[config.mk]
export PLATFORM = sky130hd
export DESIGN_NAME = video_timing
export DESIGN_NICKNAME = d
export VERILOG_FILES = /design/src/rtl/video_pkg.sv /design/src/rtl/video_axis_counter.sv /design/src/rtl/video_timing.sv
export SDC_FILE = /design/constraint.sdc
export NUM_CORES = 1
export LEC_CHECK = 0
export CORE_ASPECT_RATIO = 0.75
export CORE_MARGIN = 2
export CORE_UTILIZATION = 30
export DETAILED_ROUTE_END_ITERATION = 12
export SYNTH_ARGS = -nofsm -noshare
export SYNTH_HDL_FRONTEND = slang
export SYNTH_SLANG_ARGS = --single-unit
[constraint.sdc]
create_clock -name clk -period 4.3 [get_ports clk]
set_input_delay 0.86 -clock clk [delete_from_list [all_inputs] [get_ports clk]]
set_output_delay 0.86 -clock clk [all_outputs]
set_load 0.1 [all_outputs]
[src/rtl/video_pkg.sv]
// rtl/video_pkg.sv - shared raster phase type and 640x480@60 default timing
package video_pkg;

   typedef enum logic [1:0] {
      PH_ACTIVE = 2'd0,
      PH_FRONT  = 2'd1,
      PH_SYNC   = 2'd2,
      PH_BACK   = 2'd3
   } sync_phase_t;

   localparam int DEF_H_ACTIVE = 640;
   localparam int DEF_H_FRONT  = 16;
   localparam int DEF_H_SYNC   = 96;
   localparam int DEF_H_BACK   = 48;
   localparam int DEF_V_ACTIVE = 480;
   localparam int DEF_V_FRONT  = 10;
   localparam int DEF_V_SYNC   = 2;
   localparam int DEF_V_BACK   = 33;

endpackage

[src/rtl/video_axis_counter.sv]
// rtl/video_axis_counter.sv - one raster axis: position counter plus porch/sync phase FSM
module video_axis_counter
   import video_pkg::*;
#(
   parameter int ACTIVE = DEF_H_ACTIVE,
   parameter int FRONT  = DEF_H_FRONT,
   parameter int SYNC   = DEF_H_SYNC,
   parameter int BACK   = DEF_H_BACK,
   localparam int TOTAL = ACTIVE + FRONT + SYNC + BACK,
   localparam int W     = $clog2(TOTAL)
) (
   input  logic        clk,
   input  logic        rst_n,
   input  logic        advance,
   output logic [W-1:0] count,
   output sync_phase_t phase,
   output logic        wrap
);

   localparam logic [W-1:0] LAST     = W'(TOTAL - 1);
   localparam logic [W-1:0] FRONT_AT = W'(ACTIVE);
   localparam logic [W-1:0] SYNC_AT  = W'(ACTIVE + FRONT);
   localparam logic [W-1:0] BACK_AT  = W'(ACTIVE + FRONT + SYNC);

   logic        at_end;
   logic [W-1:0] count_d;
   sync_phase_t phase_d;

   always_ff @(posedge clk or negedge rst_n) begin
      if (!rst_n) begin
         count <= '0;
         phase <= PH_ACTIVE;
      end else begin
         count <= count_d;
         phase <= phase_d;
      end
   end

   // Wrap takes priority so a zero-length back porch (BACK_AT == TOTAL) never aliases.
   always_comb begin
      at_end  = (count == LAST);
      wrap    = advance && at_end;
      count_d = count;
      phase_d = phase;
      if (advance) begin
         count_d = at_end ? '0 : count + 1'b1;
         case (phase)
            PH_ACTIVE: if (count_d == FRONT_AT) phase_d = (FRONT != 0) ? PH_FRONT : PH_SYNC;
            PH_FRONT:  if (count_d == SYNC_AT) phase_d = PH_SYNC;
            PH_SYNC: begin
               if (at_end)                    phase_d = PH_ACTIVE;
               else if (count_d == BACK_AT)   phase_d = PH_BACK;
            end
            PH_BACK:   if (at_end) phase_d = PH_ACTIVE;
            default:   phase_d = PH_ACTIVE;
         endcase
      end
   end

endmodule

[src/rtl/video_timing.sv]
// rtl/video_timing.sv - raster timing generator; VIDEO_TIMING_FRAME_COUNT_EN adds frame_count
module video_timing
   import video_pkg::*;
#(
   parameter int H_ACTIVE  = DEF_H_ACTIVE,
   parameter int H_FRONT   = DEF_H_FRONT,
   parameter int H_SYNC    = DEF_H_SYNC,
   parameter int H_BACK    = DEF_H_BACK,
   parameter int V_ACTIVE  = DEF_V_ACTIVE,
   parameter int V_FRONT   = DEF_V_FRONT,
   parameter int V_SYNC    = DEF_V_SYNC,
   parameter int V_BACK    = DEF_V_BACK,
   parameter bit HSYNC_POL = 1'b0,
   parameter bit VSYNC_POL = 1'b0,
   localparam int H_TOTAL  = H_ACTIVE + H_FRONT + H_SYNC + H_BACK,
   localparam int V_TOTAL  = V_ACTIVE + V_FRONT + V_SYNC + V_BACK,
   localparam int XW       = $clog2(H_TOTAL),
   localparam int YW       = $clog2(V_TOTAL)
) (
   input  logic          clk,
   input  logic          rst_n,
   input  logic          pix_en,
   output logic [XW-1:0] x,
   output logic [YW-1:0] y,
   output logic          de,
   output logic          hsync,
   output logic          vsync,
   output logic          line_start,
   output logic          frame_start
`ifdef VIDEO_TIMING_FRAME_COUNT_EN
   ,
   output logic [15:0]   frame_count
`endif
);

   logic [XW-1:0] hc;
   logic [YW-1:0] vc;
   sync_phase_t   h_phase;
   sync_phase_t   v_phase;
   logic          h_wrap;
   logic          v_wrap;
   logic          frame_pending;

   video_axis_counter #(
      .ACTIVE (H_ACTIVE),
      .FRONT  (H_FRONT),
      .SYNC   (H_SYNC),
      .BACK   (H_BACK)
   ) u_h (
      .clk     (clk),
      .rst_n   (rst_n),
      .advance (pix_en),
      .count   (hc),
      .phase   (h_phase),
      .wrap    (h_wrap)
   );

   video_axis_counter #(
      .ACTIVE (V_ACTIVE),
      .FRONT  (V_FRONT),
      .SYNC   (V_SYNC),
      .BACK   (V_BACK)
   ) u_v (
      .clk     (clk),
      .rst_n   (rst_n),
      .advance (h_wrap),
      .count   (vc),
      .phase   (v_phase),
      .wrap    (v_wrap)
   );

   // Outputs trail hc/vc by one enabled edge; frame_pending marks that hc/vc sit at 0,0.
   always_ff @(posedge clk or negedge rst_n) begin
      if (!rst_n) begin
         x             <= '0;
         y             <= '0;
         de            <= 1'b0;
         hsync         <= ~HSYNC_POL;
         vsync         <= ~VSYNC_POL;
         line_start    <= 1'b0;
         frame_start   <= 1'b0;
         frame_pending <= 1'b1;
      end else if (pix_en) begin
         x             <= hc;
         y             <= vc;
         de            <= (h_phase == PH_ACTIVE) && (v_phase == PH_ACTIVE);
         hsync         <= (h_phase == PH_SYNC) ? HSYNC_POL : ~HSYNC_POL;
         vsync         <= (v_phase == PH_SYNC) ? VSYNC_POL : ~VSYNC_POL;
         line_start    <= (hc == '0);
         frame_start   <= frame_pending;
         frame_pending <= v_wrap;
      end else begin
         line_start    <= 1'b0;
         frame_start   <= 1'b0;
      end
   end

`ifdef VIDEO_TIMING_FRAME_COUNT_EN
   logic first_seen;

   // The first frame after reset reads 0; later frame starts bump the count.
   always_ff @(posedge clk or negedge rst_n) begin
      if (!rst_n) begin
         frame_count <= '0;
         first_seen  <= 1'b0;
      end else if (pix_en && frame_pending) begin
         first_seen <= 1'b1;
         if (first_seen) frame_count <= frame_count + 16'd1;
      end
   end
`endif

endmodule

==> run metrics <==
status finished clean; ANT nets after route 0; Fin. Hold Viols 0; Port Buffer Count 27; Synth Flop Type dfrtp_1; drt via density ~5.1; H-tree depth 2; clk_lat worst skew between 0.2 and 0.3 ns; Hold Path Origin frame_pending$_DFFE_PN1P_; Core Area between 8000 and 9000 um^2; RSZ-0062 raised after global routing false; Pleak approximately 0.0014 uW; 1st-pass router iterations 4; synth top area cells dfrtp_1 (45%), mux2_2 (9.0%), dfstp_2 (3.0%), o21ai_0 (2.9%), nand2_1 (2.7%); leading area contributor after synthesis dfrtp_1; drt total wl approximately 5600 um; Slew headroom 0.344; FP Rows 29; number of global-route vias before repair 1,835; ys async rst share 1.00; Buf+Inv Stages, Crit Path 1; Commonest cells post-synth dfrtp_1 (47), mux2_2 (21), nand2_1 (19); gp weighted congestion just over 0.8; R2R depth 8; Final Critical Period 2.81 ns; clk sink count 50; WHS Endpoint frame_pending$_DFFE_PN1P_; Die Width between 100 and 150 um; Final period util 0.653; Final TNS setup 0 ns; CTS tree built; Root Buffer clkbuf_16; Syn. warnings 0; detailed-route DRC error count 0; non-filler cells, final between 300 and 400; initial antenna violation count 0; Max Cap Viol 0; CP peak stage delay ~1.1 ns; Worst Hold Class reg -> reg; Worst Max-Slew Pin Slew a little under 1 ns; reg-to-reg setup timing slack 2.07 ns; Ports 28; Critical Path Source Type flip-flop; Peak VDD IR around 280 uV; CTS max path bufs 2; Reg clk slew, reported paths about 0.060 ns; Setup CP Type reg -> out; register area share after synthesis 0.478; Vert. Die Dim about 85 um; vias about 1.9k; clk_skew around 0.0040 ns; CP top delay family buffers and inverters; Max FO, Critical Path 2; count of different cell masters after synthesis between 50 and 60; cell area power density 445 nW/um^2; Worst path slowest cell clkdlybuf4s50_1; f_max ~360 MHz; number of buffers created by CTS 5; crit path DAT approximately 2.0 ns; # hold bufs at CTS 0; die area between 9000 and 10,000 um^2; Hold Path Cell Cnt 2; Yosys reg bits 50; CP Data Required Time approximately 3.4 ns; EDFF count, synth 0; Fillers around 870; worst r2r src u_v.count[0]$_DFFE_PN0P_; syn_nets 257; Crit. End Element output pin; share of the synthesized area in the top cell type 0.448; Post-CTS Resized 0; layout cells sized above 1 0.155; Mapped Cells roughly 250; endpoints failing setup 0; Max Slew Vio Count 0; cell count after placement ~370; total congestion overflow 0; first-pass GRT wire length 9540 um; Reg-to-Reg End u_v.phase[0]$_DFFE_PN0P_; wire per inst 14.8 um; most numerous cell in the Yosys netlist dfrtp_1; initial DRC count about 130; DP HPWL slightly below 4000 um; Inserted Diodes 0; average size of a mapped cell 10.5 um^2; postcts setup bufs 0; largest net degree at the start of global routing between 50 and 60; Layout area overhead 18.6%; Initial Utilization 0.309; CP Cell Sequence clkdlybuf4s50_1; Final nets 278; gr usage total 0.124; post-synthesis cell area 2620 um^2
-- layout make-up --
| cell class | count | area [um^2] | share of cell area |
|---|---|---|---|
| multi-input combinational | 172 | 1250 | 0.402 |
| clock buffer | 7 | 143 | 0.0458 |
| tap | 108 | 135 | 0.0434 |
| inverter | 12 | 45.0 | 0.0145 |
| timing repair buffer | 29 | 280 | 0.0900 |
| sequential | 50 | 1250 | 0.403 |
| clock inverter | 1 | 5.00 | 0.00161 |
-- per-stage QoR --
step / hold slack [ns] / power (uW) / setup WS, ns / instance area [um^2] / utilization
2_1_floorplan: 0.445 / 901 / 2.29 / 2620 / -
3_3_place_gp: 0.459 / 992 / 1.80 / 2970 / 0.349
3_5_place_dp: 0.469 / 999 / 1.76 / 2970 / 0.349
4_1_cts: 0.480 / 1400 / 1.48 / 3110 / 0.367
5_1_grt: 0.506 / 1450 / 1.47 / 3110 / 0.367
6_report: 0.478 / 1380 / 1.49 / 3110 / 0.367
-- power by group --
| part | internal [uW] | leakage, uW | switching (uW) |
|---|---|---|---|
| clock network | 231 | 0.0000739 | 166 |
| registers | 522 | 0.000635 | 79.0 |
| logic | 111 | 0.000641 | 275 |
| total | 864 | 0.00135 | 521 |
-- layout by cell type (no fill, tap or decap), drive strengths merged, types with 2 or more instances in the layout --
cell type / Yosys / layout
o211ai: 2 / 2
ha: 5 / 5
dfrtp: 47 / 47
and3: 5 / 5
or3: 2 / 2
xnor2: 8 / 8
clkdlybuf4s50: 0 / 26
a311oi: 2 / 2
and4b: 2 / 2
a21oi: 6 / 6
a31oi: 2 / 2
o41ai: 3 / 3
dfstp: 3 / 3
o21ai: 20 / 20
nand3: 10 / 10
nor2: 15 / 15
o2111a: 2 / 2
mux2i: 3 / 3
o31ai: 3 / 3
and4: 2 / 2
xor2: 3 / 3
o2111ai: 2 / 2
nor3: 5 / 5
nor4: 2 / 2
nand2: 19 / 19
nand4: 7 / 7
clkbuf: 10 / 7
and2: 4 / 4
inv: 12 / 12
mux2: 21 / 21
buf: 5 / 3
nor2b: 4 / 4
-- per-layer routing --
metal / wire length (um) / vias to the layer above / track usage
met5: 0 / - / 0
met4: 67 / 0 / 0.0366
li1: - / 943 / -
met3: 340 / 7 / 0.0321
met1: 3110 / 918 / 0.201
met2: 2080 / 54 / 0.159
-- worst register-to-register path: stages, from the launching register on --
cell and delay (ns):
dfrtp_1 0.44, inv_1 0.20, ha_1 0.22, and4bb_1 0.22, nand4_1 0.25, mux2i_1 0.20, a221o_1 0.38, o21ai_1 0.13
o21ai_1 0.08
-- cells by family after synthesis --
| group | count (synthesis) | synth area share |
|---|---|---|
| adders and majority gates | 5 | 0.0238 |
| AOI/OAI and AO/OA | 48 | 0.130 |
| DFF | 50 | 0.478 |
| xor gates and xnor gates | 11 | 0.0367 |
| buffers and inverters | 27 | 0.0453 |
| muxes | 24 | 0.102 |
| and+or+nand+nor | 84 | 0.185 |
-- worst max-delay path by stage --
stage | from | endpoint | slack [ns] | cells past startpoint
finish | hsync$_DFFE_PN1P_ | hsync | 1.49 | 1
global route | vsync$_DFFE_PN1P_ | vsync | 1.47 | 1
detailed placement | pix_en | u_v.count[8]$_DFFE_PN0P_ | 1.76 | 6
CTS | hsync$_DFFE_PN1P_ | hsync | 1.48 | 1
global placement | hsync$_DFFE_PN1P_ | hsync | 1.80 | 1
floorplan | pix_en | u_v.count[8]$_DFFE_PN0P_ | 2.29 | 6
-- registers in the layout, summed over array words and instances, names as in the netlist, 2 cells and up --
name,count
u_h.count,10
u_v.count,10
x,10
y,10
u_h.phase,2
u_v.phase,2
(Power assumes the default switching activity.)
